[src/rtl/mopshub_pkg.sv]
// -----------------------------------------------------------------------------
// mopshub_pkg
// Shared types and constants for the MOPSHUB bus initialisation sequencer.
//   seq_state_t  : sequencer FSM state encoding
//   MAX_N_BUSES  : largest supported CAN bus count
//   seq_max()    : elaboration-time maximum, used to size the shared timer
// -----------------------------------------------------------------------------
package mopshub_pkg;

    localparam int MAX_N_BUSES = 32;

    typedef enum logic [2:0] {
        ST_IDLE,
        ST_SCAN,
        ST_POWER,
        ST_TRIM_REQ,
        ST_TRIM_WAIT,
        ST_NEXT,
        ST_DONE
    } seq_state_t;

    function automatic int seq_max(input int a, input int b);
        return (a > b) ? a : b;
    endfunction

endpackage

[src/rtl/mopshub_seq_timer.sv]
// -----------------------------------------------------------------------------
// mopshub_seq_timer
// Loadable down-counter with a zero flag. Shared by the settle and the trim
// timeout intervals. Counts down to zero and then holds there.
// Ports:
//   clk        : system clock
//   rst        : asynchronous active-high reset
//   i_load     : load i_load_val this cycle (has priority over counting)
//   i_load_val : value to load
//   o_zero     : counter currently reads zero
// -----------------------------------------------------------------------------
module mopshub_seq_timer #(
    parameter int WIDTH = 12
) (
    input  logic             clk,
    input  logic             rst,
    input  logic             i_load,
    input  logic [WIDTH-1:0] i_load_val,
    output logic             o_zero
);

    logic [WIDTH-1:0] r_count;

    // NOTE: clocked state uses non-blocking assignments so every register
    // samples pre-edge values; blocking here would create ordering races.
    always_ff @(posedge clk or posedge rst) begin
        if (rst) begin
            r_count <= '0;
        end else if (i_load) begin
            r_count <= i_load_val;
        end else if (r_count != '0) begin
            r_count <= r_count - WIDTH'(1);
        end
    end

    assign o_zero = (r_count == '0);

endmodule

[src/rtl/mopshub_bus_init_sequencer.sv]
// -----------------------------------------------------------------------------
// mopshub_bus_init_sequencer
// Walks the enabled CAN buses in index order: powers each one, waits a settle
// interval, optionally requests oscillator trim (with timeout and retry), and
// finally pulses end_init / sign_on_sig. Buses whose trim never completes are
// reported in fail_mask.
// Ports:
//   clk, rst        : clock, asynchronous active-high reset
//   start           : one-cycle pulse, accepted only when idle
//   bus_mask        : per-bus enable, sampled with start
//   osc_auto_trim   : run trim per bus, sampled with start
//   end_trim_bus    : trim-complete pulse (honoured only while waiting)
//   endwait_all     : force the current trim wait to succeed
//   power_bus_en    : power enable for bus power_bus_cnt
//   power_bus_cnt   : current bus index
//   start_trim_ack  : one-cycle trim request
//   start_init      : one-cycle pulse when start is accepted
//   end_init        : one-cycle completion pulse
//   sign_on_sig     : one-cycle pulse coincident with end_init
//   busy            : high whenever not idle
//   fail_mask       : buses that exhausted their trim retries
// -----------------------------------------------------------------------------
module mopshub_bus_init_sequencer
    import mopshub_pkg::*;
#(
    parameter int N_BUSES      = 16,
    parameter int CNT_W        = $clog2(N_BUSES),
    parameter int POWER_SETTLE = 64,
    parameter int TRIM_TIMEOUT = 4096,
    parameter int MAX_RETRY    = 2
) (
    input  logic               clk,
    input  logic               rst,
    input  logic               start,
    input  logic [N_BUSES-1:0] bus_mask,
    input  logic               osc_auto_trim,
    input  logic               end_trim_bus,
    input  logic               endwait_all,
    output logic               power_bus_en,
    output logic [CNT_W-1:0]   power_bus_cnt,
    output logic               start_trim_ack,
    output logic               start_init,
    output logic               end_init,
    output logic               sign_on_sig,
    output logic               busy,
    output logic [N_BUSES-1:0] fail_mask
);

    // The timer is loaded with (interval - 1) so that o_zero marks the last
    // cycle of the interval; the widest interval minus one always fits.
    localparam int                TMR_MAX      = seq_max(POWER_SETTLE, TRIM_TIMEOUT);
    localparam int                TMR_W        = $clog2(TMR_MAX);
    localparam logic [TMR_W-1:0]  SETTLE_LOAD  = TMR_W'(POWER_SETTLE - 1);
    localparam logic [TMR_W-1:0]  TIMEOUT_LOAD = TMR_W'(TRIM_TIMEOUT - 1);
    localparam logic [CNT_W-1:0]  LAST_IDX     = CNT_W'(N_BUSES - 1);
    localparam logic [2:0]        RETRY_LIMIT  = 3'(MAX_RETRY);

    seq_state_t         r_state;
    logic [N_BUSES-1:0] r_mask;
    logic               r_trim_en;
    logic [2:0]         r_retry;
    logic [CNT_W-1:0]   r_idx;
    logic               r_power_en;
    logic               r_trim_ack;
    logic               r_start_init;
    logic               r_end_init;
    logic               r_sign_on;
    logic               r_busy;
    logic [N_BUSES-1:0] r_fail;

    logic               w_tmr_load;
    logic [TMR_W-1:0]   w_tmr_val;
    logic               w_tmr_zero;
    logic               w_trim_done;
    logic               w_last;

    assign w_trim_done = end_trim_bus | endwait_all;
    assign w_last      = (r_idx == LAST_IDX);

    // Settle is loaded on SCAN->POWER, the timeout on every TRIM_REQ.
    // NOTE: every always_comb output gets a default first, so no path can
    // leave it unassigned and infer a latch.
    always_comb begin
        w_tmr_load = 1'b0;
        w_tmr_val  = SETTLE_LOAD;
        case (r_state)
            ST_SCAN:     w_tmr_load = r_mask[r_idx];
            ST_TRIM_REQ: begin
                w_tmr_load = 1'b1;
                w_tmr_val  = TIMEOUT_LOAD;
            end
            default:     w_tmr_load = 1'b0;
        endcase
    end

    mopshub_seq_timer #(
        .WIDTH (TMR_W)
    ) u_timer (
        .clk        (clk),
        .rst        (rst),
        .i_load     (w_tmr_load),
        .i_load_val (w_tmr_val),
        .o_zero     (w_tmr_zero)
    );

    // Single FSM; outputs are registered alongside the state so each one is
    // asserted in the same cycle the corresponding state becomes current.
    // NOTE: latched configuration (r_mask, r_trim_en) is reset too; it is a
    // handful of flops, not a memory, so a known value costs nothing.
    always_ff @(posedge clk or posedge rst) begin
        if (rst) begin
            r_state      <= ST_IDLE;
            r_mask       <= '0;
            r_trim_en    <= 1'b0;
            r_retry      <= '0;
            r_idx        <= '0;
            r_power_en   <= 1'b0;
            r_trim_ack   <= 1'b0;
            r_start_init <= 1'b0;
            r_end_init   <= 1'b0;
            r_sign_on    <= 1'b0;
            r_busy       <= 1'b0;
            r_fail       <= '0;
        end else begin
            r_trim_ack   <= 1'b0;
            r_start_init <= 1'b0;
            r_end_init   <= 1'b0;
            r_sign_on    <= 1'b0;

            case (r_state)
                ST_IDLE: begin
                    if (start) begin
                        r_mask       <= bus_mask;
                        r_trim_en    <= osc_auto_trim;
                        r_fail       <= '0;
                        r_retry      <= '0;
                        r_idx        <= '0;
                        r_start_init <= 1'b1;
                        r_busy       <= 1'b1;
                        r_state      <= ST_SCAN;
                    end
                end

                ST_SCAN: begin
                    if (r_mask[r_idx]) begin
                        r_power_en <= 1'b1;
                        r_state    <= ST_POWER;
                    end else if (w_last) begin
                        r_end_init <= 1'b1;
                        r_sign_on  <= 1'b1;
                        r_state    <= ST_DONE;
                    end else begin
                        r_idx <= r_idx + CNT_W'(1);
                    end
                end

                ST_POWER: begin
                    if (w_tmr_zero) begin
                        if (r_trim_en) begin
                            r_trim_ack <= 1'b1;
                            r_state    <= ST_TRIM_REQ;
                        end else begin
                            r_power_en <= 1'b0;
                            r_state    <= ST_NEXT;
                        end
                    end
                end

                ST_TRIM_REQ: begin
                    r_state <= ST_TRIM_WAIT;
                end

                ST_TRIM_WAIT: begin
                    // Completion wins over a timeout expiring in the same cycle.
                    if (w_trim_done) begin
                        r_power_en <= 1'b0;
                        r_state    <= ST_NEXT;
                    end else if (w_tmr_zero) begin
                        if (r_retry < RETRY_LIMIT) begin
                            r_retry    <= r_retry + 3'd1;
                            r_trim_ack <= 1'b1;
                            r_state    <= ST_TRIM_REQ;
                        end else begin
                            r_fail[r_idx] <= 1'b1;
                            r_power_en    <= 1'b0;
                            r_state       <= ST_NEXT;
                        end
                    end
                end

                ST_NEXT: begin
                    r_retry <= '0;
                    if (w_last) begin
                        r_end_init <= 1'b1;
                        r_sign_on  <= 1'b1;
                        r_state    <= ST_DONE;
                    end else begin
                        r_idx   <= r_idx + CNT_W'(1);
                        r_state <= ST_SCAN;
                    end
                end

                ST_DONE: begin
                    r_busy  <= 1'b0;
                    r_state <= ST_IDLE;
                end

                default: begin
                    r_busy  <= 1'b0;
                    r_state <= ST_IDLE;
                end
            endcase
        end
    end

    assign power_bus_en   = r_power_en;
    assign power_bus_cnt  = r_idx;
    assign start_trim_ack = r_trim_ack;
    assign start_init     = r_start_init;
    assign end_init       = r_end_init;
    assign sign_on_sig    = r_sign_on;
    assign busy           = r_busy;
    assign fail_mask      = r_fail;

endmodule

[config.mk]
export PLATFORM = sky130hd
export DESIGN_NAME = mopshub_bus_init_sequencer
export DESIGN_NICKNAME = d
export VERILOG_FILES = /design/src/rtl/mopshub_pkg.sv /design/src/rtl/mopshub_seq_timer.sv /design/src/rtl/mopshub_bus_init_sequencer.sv
export SDC_FILE = /design/constraint.sdc
export NUM_CORES = 1
export LEC_CHECK = 0
export CAP_MARGIN = 0
export CORE_ASPECT_RATIO = 1.1
export CORE_MARGIN = 1.5
export CORE_UTILIZATION = 25
export DETAILED_ROUTE_END_ITERATION = 6
export GPL_TIMING_DRIVEN = 0
export SYNTH_ARGS = -nofsm -noshare
export SYNTH_HDL_FRONTEND = slang
export SYNTH_SLANG_ARGS = --single-unit
[constraint.sdc]
create_clock -name clk -period 2.64 [get_ports clk]
set_input_delay 0.528 -clock clk [delete_from_list [all_inputs] [get_ports clk]]
set_output_delay 0.528 -clock clk [all_outputs]
set_load 0.03 [all_outputs]
==> results.ini, run 1 <==
[routing]
antenna_left=0
dr_total_vias=2455
drt_iter0_drc=121
wl_per_cell_um=13.7
drc=0
dr.pass1.iters=4
routed_wl_um=7150
highest_layer=met4
wl_met3_um=303
vias_per_cell=4.69
wl_met2_um=3320
met1Wirelength_um=3380

[sta]
whs_ns=0.477
setup_viol=0
tightest_slew_ns=1.11
finalHoldViolations=0
rsz0062_at_grt=false
period_needed_ns=2.44
fin_ws_ns=0.195
slew_violations=0
max_slew_margin_pct=25.5
finalCritPeriodShare_pct=92.6
fmax_ghz=0.409
skew_ns=0.00622

[min_path]
hold_path.class=flip-flop to flip-flop

[clocking]
cts_tree=built
hold_buffers=0
clockRootBuffer=clkbuf_16
clock-sinks=60
clkTransAtPathRegs_ns=0.05
numCtsBuffers=9
clk_latency_ns=0.33
clockBufferDepth=2
htree_levels=3

[logic_synthesis]
synth_cell_types=50
synth_seq_area_share_pct=50.3
yosys_warnings=0
syn_avg_cell_area_um2=9.67
yosysTopAreaCell=dfrtp_1
synth_cells=309
yosysTopAreaCellShare_pct=50.3
synth_seq_cells=60
netlist_area_um2=2990
synthFlopType=dfrtp_1
synthArstFlopShare_pct=100
synth_fp_nets=338
synth_area_leaders=dfrtp_1, nand2_1, a22o_1, mux2i_1, ha_1
synth-edff-count=0

[critical_path]
criticalPathCategory=input port to flip-flop
arrival_ns=2.65
start_kind=input port
crit_end=r_state[2]$_DFFE_PP0P_
regToRegStartpoint=u_timer.r_count[8]$_DFFE_PP0P_
rr_worst_depth=5
r2r_setup_slack_ns=0.20
critPathMaxFanout=8
cp.required_ns=2.84
reg2reg_to=r_retry[0]$_DFFE_PP0P_
startpoint=endwait_all
crit_path_end_kind=flip-flop

[floorplanning]
die_area_um2=12600
ioPinCount=48
die_x_um=107
fp-row-count=41
initial_core_util_pct=25.9
core_um2=11500
die_h_um=118

[global_route]
grt_max_degree=35
grt_usage_pct=12.3
overflow=0
antenna_found_initial=0
grt_pass1_vias=2524
grt_pass1_wl_um=12200

[place]
gp_congestion=0.846
portBuffers=47
place_ws_ns=-0.116
dpl.hpwl_um=5230

[cells_and_area]
fillers=1188
syn2layout_area_growth_pct=34.1
antenna_cells=0
layout_common_cells=nand2_1, dfrtp_1, clkdlybuf4s50_1
regArea_um2=1500
utilization_pct=34.7
layout_commonest_cell=nand2_1
nets=397
final_layout_size_suffix_gt1_share_pct=9.12
multi_input_area_um2=1380

[flow_run]
max_cap_viol_count=0

[power]
cellLeakagePower_nw=1.74
peakVddDrop_uv=399
power_density_nw_per_um2=1080

[status]
status=finished, final reports clean

-- cell usage after synthesis (2+ instances only) --
master / n
xor2_1: 2
a22o_1: 15
a21oi_1: 5
dfrtp_1: 60
o21ai_0: 12
inv_1: 8
nand3_1: 11
or3_1: 2
o31ai_1: 3
o211ai_1: 5
nand2_1: 70
nor2b_1: 3
buf_6: 2
a31oi_1: 6
nor3b_1: 5
nor2_1: 19
ha_1: 7
nor4_1: 7
and3_1: 3
mux2i_1: 9
o22ai_1: 3
nor3_1: 5
nand4_1: 3
xnor2_1: 6
mux2_2: 2
clkbuf_1: 9
nand2b_1: 4
-- how the worst min path moves through the flow --
stage                              to  cells past startpoint  slack, ns                   start
2_1_floorplan   r_mask[0]$_DFFE_PP0P_                      2       0.44   r_mask[0]$_DFFE_PP0P_
3_3_place_gp    r_mask[8]$_DFFE_PP0P_                      2       0.46   r_mask[8]$_DFFE_PP0P_
3_5_place_dp    r_mask[2]$_DFFE_PP0P_                      2       0.46   r_mask[2]$_DFFE_PP0P_
4_1_cts         r_mask[2]$_DFFE_PP0P_                      2       0.48   r_mask[2]$_DFFE_PP0P_
5_1_grt         r_mask[8]$_DFFE_PP0P_                      2       0.50   r_mask[8]$_DFFE_PP0P_
6_report       r_mask[12]$_DFFE_PP0P_                      2       0.48  r_mask[12]$_DFFE_PP0P_
-- per-stage QoR --
| stage | cell area (um^2) | setup TNS, ns | std cells | power (mW) |
|---|---|---|---|---|
| after floorplan | 2990 | 0 | 309 | 2.58 |
| after CTS | 4000 | 0 | 523 | 4.36 |
| after detailed placement | 3670 | -0.116 | 507 | 3.03 |
| after global routing | 4010 | 0 | 523 | 4.64 |
| after global placement | 3650 | -27.89 | 506 | 2.99 |
| final | 4010 | 0 | 523 | 4.33 |
-- sequential cells by signal, summed over array words and instances (netlist names) --
signal and count:
start_trim_ack 1, busy 1, fail_mask 16, start_init 1, power_bus_en 1, r_retry 3
sign_on_sig 1, r_mask 16, power_bus_cnt 4, r_state 3, r_trim_en 1, u_timer.r_count 12
-- what timing repair did --
item,4_1_cts,5_1_grt
gates resized for setup,0,1
setup buffers,0,0
setup endpoints to repair,0,4
-- worst max-delay path, stage by stage --
cell	delay [ns]
clkdlybuf4s50_1	0.48
nor4_1	0.93
mux2_2	0.32
o22ai_1	0.09
a31oi_1	0.18
o21ai_0	0.11
-- where the power goes --
part / internal, mW / switching (mW)
sequential: 1.19 / 0.218
clock: 0.878 / 0.418
combinational: 0.677 / 0.941
total: 2.75 / 1.58
-- cells by family after synthesis --
family / count (synthesis) / synth area share (%)
adder cells (fa/ha/maj): 7 / 2.93
buffers and inverters: 23 / 3.60
AND/OR/NAND/NOR: 142 / 22.7
flip-flops: 60 / 50.3
multiplexers: 13 / 5.02
XOR/XNOR: 8 / 2.35
AO/OA/AOI/OAI: 56 / 13.1
-- per-layer routing --
layer / track usage (%) / vias to the layer above
met5: 0 / -
met3: 2.55 / 11
met2: 19.3 / 56
met1: 16.0 / 1176
li1: - / 1212
met4: 6.00 / 0
-- cell type report --
type / count / share of cell area (%)
timing repair buffer: 48 / 12.2
tap: 150 / 4.68
inverter: 9 / 0.843
clock inverter: 5 / 2.09
buffer: 14 / 1.84
clock buffer: 11 / 6.31
multi-input combinational: 226 / 34.5
sequential: 60 / 37.5
No activity file was read; power rests on OpenSTA's default activity.
==> run 2: changes to the inputs <==
--- a/config.mk
+++ b/config.mk
@@ -11,6 +11,7 @@
 export CORE_UTILIZATION = 25
 export DETAILED_ROUTE_END_ITERATION = 6
 export GPL_TIMING_DRIVEN = 0
+export SLEW_MARGIN = 20
 export SYNTH_ARGS = -nofsm -noshare
 export SYNTH_HDL_FRONTEND = slang
 export SYNTH_SLANG_ARGS = --single-unit
==> results.ini, run 2 (same netlist as run 1, synthesis figures left out) <==
[cells_and_area]
final_cell_area_um2=4020  ; +0.22%
layout_commonest_cell=nand2_1
antenna_cells=0  ; unchanged
final_layout_size_suffix_gt1_share_pct=9.38  ; +0.27 points
nets=397  ; unchanged
layout_common_cells=nand2_1, dfrtp_1, clkdlybuf4s50_1
syn2layout_area_growth_pct=34.4
utilization_pct=34.8  ; +0.076 points

[sta]
finalHoldViolations=0  ; unchanged
fin_ws_ns=0.222  ; +0.0269 ns
setup_viol=0  ; unchanged
tns_ns=0  ; unchanged
max_slew_margin_pct=50.7  ; +25 points
period_needed_ns=2.42  ; -0.0269 ns
skew_ns=0.00648  ; +0.000258 ns
slew_violations=0  ; unchanged
finalCritPeriodShare_pct=91.6  ; -1.0 points
fmax_ghz=0.414  ; +1.1%
tightest_slew_ns=0.734  ; -0.373 ns
rsz0062_at_grt=false

[place]
portBuffers=47  ; unchanged
placed_area_um2=3670  ; about the same
dpl.hpwl_um=5230  ; about the same
gp_congestion=0.846  ; unchanged
place_ws_ns=-0.116  ; unchanged

[power]
cellLeakagePower_nw=1.74  ; about the same
power_density_nw_per_um2=1080  ; -0.18%
peakVddDrop_uv=399  ; about the same
finalPower_mw=4.33  ; about the same

[flow_run]
max_cap_viol_count=0  ; unchanged

[floorplanning]
initial_core_util_pct=25.9  ; unchanged
die_x_um=107  ; unchanged
ioPinCount=48  ; unchanged
fp-row-count=41  ; unchanged
die_h_um=118  ; unchanged
die_area_um2=12600  ; unchanged
core_um2=11500  ; unchanged

[routing]
antenna_left=0  ; unchanged
highest_layer=met4
vias_per_cell=4.72  ; +0.61%
drt_iter0_drc=101  ; -17%
dr.pass1.iters=4  ; unchanged
wl_per_cell_um=13.7  ; +0.24%
wl_met2_um=3330  ; +0.24%
met1Wirelength_um=3330  ; -1.4%
wl_met3_um=358  ; +18%
drc=0  ; unchanged
dr_total_vias=2470  ; +0.61%
routed_wl_um=7170  ; +0.24%

[clocking]
hold_buffers=0  ; unchanged
cts_tree=built
clock-sinks=60  ; unchanged
clockBufferDepth=2  ; unchanged
clk_latency_ns=0.33  ; about the same
numCtsBuffers=9  ; unchanged
clkTransAtPathRegs_ns=0.05  ; about the same
postCtsSetupBuffers=0  ; unchanged
clockRootBuffer=clkbuf_16
htree_levels=3  ; unchanged

[global_route]
antenna_found_initial=0  ; unchanged
grt_pass1_wl_um=12200  ; unchanged
grt_pass1_vias=2524  ; unchanged
overflow=0  ; unchanged
grt_usage_pct=12.3  ; unchanged
grt_max_degree=35  ; unchanged

[critical_path]
start_kind=flip-flop
criticalPathCategory=flip-flop to flip-flop
crit_path_end_kind=flip-flop
cp.required_ns=2.85  ; about the same
r2r_setup_slack_ns=0.22  ; +0.03 ns
critPathMaxFanout=6  ; -2
arrival_ns=2.63  ; -0.02 ns

[status]
status=finished, final reports clean

[min_path]
hold_path.class=flip-flop to flip-flop

run 2: path summary, 6_finish.rpt:
kind | start | end | depth (start not counted)
worst max-delay path | u_timer.r_count[8]$_DFFE_PP0P_ | r_retry[0]$_DFFE_PP0P_ | 5
worst min-delay path | r_mask[12]$_DFFE_PP0P_ | r_mask[12]$_DFFE_PP0P_ | 2
worst max register to register | u_timer.r_count[8]$_DFFE_PP0P_ | r_retry[0]$_DFFE_PP0P_ | 5
worst min register to register | r_mask[12]$_DFFE_PP0P_ | r_mask[12]$_DFFE_PP0P_ | 2
max in group asynchronous | rst | u_timer.r_count[1]$_DFFE_PP0P_ | 3
min in group asynchronous | rst | fail_mask[5]$_DFFE_PP0P_ | 2
run 2: power by group:
part	internal, mW	switching, mW	total, mW	leakage (nW)
Combinational	0.677	0.939	1.62	0.824
Clock	0.878	0.420	1.30	0.158
Sequential	1.19	0.219	1.41	0.755
run 2: area by class of cell:
| class | instances | area (um^2) |
|---|---|---|
| clock buffer | 11 | 253 |
| tap | 150 | 188 |
| clock inverter | 5 | 83.8 |
| inverter | 9 | 36.3 |
| multi-input combinational | 226 | 1390 |
| timing repair buffer | 48 | 490 |
| sequential | 60 | 1500 |
| fill | 1188 | 7530 |
| buffer | 14 | 73.8 |
run 2: critical path, stage by stage, from the launching register on:
cell and delay, ns:
dfrtp_1 0.40, nor4_1 0.66, nand3_1 0.34, a211oi_1 0.52, o21ai_0 0.16, a32o_1 0.23
run 2: timing repair:
item,in CTS,in global routing
hold endpoints to repair,0,0
gates resized for setup,0,1
endpoints found under the setup margin,0,4
run 2: metrics by stage:
| stage | hold slack [ns] | instances |
|---|---|---|
| after global routing | 0.503 | 523 |
| after CTS | 0.476 | 523 |
| after detailed placement | 0.462 | 507 |
| after floorplan | 0.445 | 309 |
| after global placement | 0.459 | 506 |
| final | 0.477 | 523 |
run 2: layer usage:
metal  global-route usage (%)  up-vias
met5                        0        -
met4                     6.00        0
met3                     2.55       11
met2                     19.3       68
met1                     16.0     1181
li1                         -     1210
==> run 3: changes to the inputs <==
--- a/config.mk
+++ b/config.mk
@@ -5,13 +5,13 @@
 export SDC_FILE = /design/constraint.sdc
 export NUM_CORES = 1
 export LEC_CHECK = 0
-export CAP_MARGIN = 0
+export CAP_MARGIN = 20
 export CORE_ASPECT_RATIO = 1.1
 export CORE_MARGIN = 1.5
 export CORE_UTILIZATION = 25
 export DETAILED_ROUTE_END_ITERATION = 6
 export GPL_TIMING_DRIVEN = 0
-export SLEW_MARGIN = 20
+export SLEW_MARGIN = 5
 export SYNTH_ARGS = -nofsm -noshare
 export SYNTH_HDL_FRONTEND = slang
 export SYNTH_SLANG_ARGS = --single-unit
==> results.ini, run 3 (same netlist as run 1, synthesis figures left out) <==
[critical_path]
cp_slowest_stage_delay_ns=0.66  ; about the same
path_cells=nor4_1, nand3_1, a211oi_1, o21ai_0, a32o_1
rr_worst_depth=5  ; unchanged
crit_path_end_kind=flip-flop
criticalPathCategory=flip-flop to flip-flop
arrival_ns=2.62  ; about the same
cp.required_ns=2.85  ; about the same
r2r_setup_slack_ns=0.23  ; about the same
critPathMaxFanout=6  ; unchanged
start_kind=flip-flop
cp_slowest_cell=nor4_1

[sta]
setup_viol=0  ; unchanged
tns_ns=0  ; unchanged
skew_ns=0.00637  ; -0.000110 ns
whs_ns=0.476  ; -0.000111 ns
fin_ws_ns=0.228  ; +0.00588 ns
slew_violations=0  ; unchanged
finalHoldViolations=0  ; unchanged
period_needed_ns=2.41  ; -0.00588 ns
finalCritPeriodShare_pct=91.4  ; -0.22 points
max_slew_margin_pct=49.6  ; -1.1 points
tightest_slew_ns=0.750  ; +0.0161 ns
fmax_ghz=0.415  ; +0.24%
rsz0062_at_grt=false

[min_path]
hold_depth=2  ; unchanged
hold_path.class=flip-flop to flip-flop

[global_route]
overflow=0  ; unchanged
grt_pass1_wl_um=12200  ; unchanged
grt_max_degree=35  ; unchanged
antenna_found_initial=0  ; unchanged
grt_pass1_vias=2524  ; unchanged
grt_usage_pct=12.3  ; unchanged

[power]
internal_power_mw=2.75  ; about the same
seq_power_share_pct=32.6  ; about the same
sw_frac_of_total_pct=36.5  ; +0.066 points
pwr-share-clk_pct=30.0  ; about the same
combPwrFrac_pct=37.4  ; about the same
cellLeakagePower_nw=1.74  ; +0.18%
power_density_nw_per_um2=1080  ; +0.20%
peakVddDrop_uv=399  ; about the same
finalPower_mw=4.33  ; +0.11%
power_switching_mw=1.58  ; +0.29%

[floorplanning]
ioPinCount=48  ; unchanged
die_x_um=107  ; unchanged
die_h_um=118  ; unchanged
fp-row-count=41  ; unchanged
core_um2=11500  ; unchanged
initial_core_util_pct=25.9  ; unchanged
die_area_um2=12600  ; unchanged

[cells_and_area]
layout_commonest_cell=nand2_1
final_cell_area_um2=4010  ; about the same
regArea_um2=1500  ; unchanged
layout.cells.non_filler=524  ; +0.19%
nets=398  ; +0.25%
antenna_cells=0  ; unchanged
final_layout_size_suffix_gt1_share_pct=9.36  ; -0.025 points
utilization_pct=34.8  ; about the same
multi_input_area_um2=1380  ; -0.45%
fillers=1188  ; unchanged
syn2layout_area_growth_pct=34.3  ; about the same
layout_common_cells=nand2_1, dfrtp_1, clkdlybuf4s50_1

[clocking]
htree_levels=3  ; unchanged
clk_latency_ns=0.33  ; about the same
clock-sinks=60  ; unchanged
clockBufferDepth=2  ; unchanged
clockRootBuffer=clkbuf_16
numCtsBuffers=9  ; unchanged
cts_tree=built
clkTransAtPathRegs_ns=0.05  ; about the same
hold_buffers=0  ; unchanged

[place]
dpl.hpwl_um=5230  ; about the same
place_ws_ns=-0.116  ; unchanged
placed_area_um2=3670  ; about the same
gp_congestion=0.846  ; unchanged
placed_cells_incl_taps=507  ; unchanged
portBuffers=47  ; unchanged

[flow_run]
max_cap_viol_count=0  ; unchanged

[routing]
dr_total_vias=2488  ; +0.73%
vias_per_cell=4.75  ; +0.54%
antenna_left=0  ; unchanged
wl_per_cell_um=13.7  ; -0.16%
drc=0  ; unchanged
drt_iter0_drc=132  ; +31%
dr.pass1.iters=4  ; unchanged
routed_wl_um=7170  ; about the same

[status]
status=finished, final reports clean

run 3: layer usage:
layer | GRT usage (%) | share of wire [%] | wire length [um]
met4 | 6.00 | 2.0 | 146
met5 | 0 | 0 | 0
met2 | 19.3 | 47 | 3360
met3 | 2.55 | 4.5 | 326
met1 | 16.0 | 47 | 3340
run 3: power by group through the flow:
stage	combinational [mW]	clock, mW	sequential (mW)
after floorplan	1.12	0	1.46
after global placement	1.58	0	1.41
after detailed placement	1.61	0	1.43
after CTS	1.62	1.32	1.42
after global routing	1.81	1.37	1.46
final	1.62	1.30	1.41
run 3: repair_timing:
action | 4_1_cts | 5_1_grt
setup buffers | 0 | 0
endpoints found under the hold margin | 0 | 0
endpoints found under the setup margin | 0 | 4
resized for setup | 0 | 1
run 3: worst max-delay path: cells and delay by family, from the launching register on:
| family | cells | cell delay (ns) |
|---|---|---|
| flip-flops | 1 | 0.40 |
| AND/OR/NAND/NOR | 2 | 0.99 |
| AO/OA/AOI/OAI | 3 | 0.91 |
run 3: cell type report:
class                      count  share of cell area, %
sequential                    60                   37.4
multi-input combinational    226                   34.5
timing repair buffer          49                   12.3
clock buffer                  11                   6.30
tap                          150                   4.68
clock inverter                 5                   2.09
buffer                        14                   1.84
inverter                       9                  0.842
run 3: path summary, 6_finish.rpt:
kind                                           startpoint                        endpoint
min in group asynchronous                             rst       fail_mask[10]$_DFFE_PP0P_
hold / removal                     r_mask[12]$_DFFE_PP0P_          r_mask[12]$_DFFE_PP0P_
max in group asynchronous                             rst  u_timer.r_count[1]$_DFFE_PP0P_
setup / recovery           u_timer.r_count[8]$_DFFE_PP0P_          r_retry[0]$_DFFE_PP0P_
setup reg to reg           u_timer.r_count[8]$_DFFE_PP0P_          r_retry[0]$_DFFE_PP0P_
hold reg to reg                    r_mask[12]$_DFFE_PP0P_          r_mask[12]$_DFFE_PP0P_
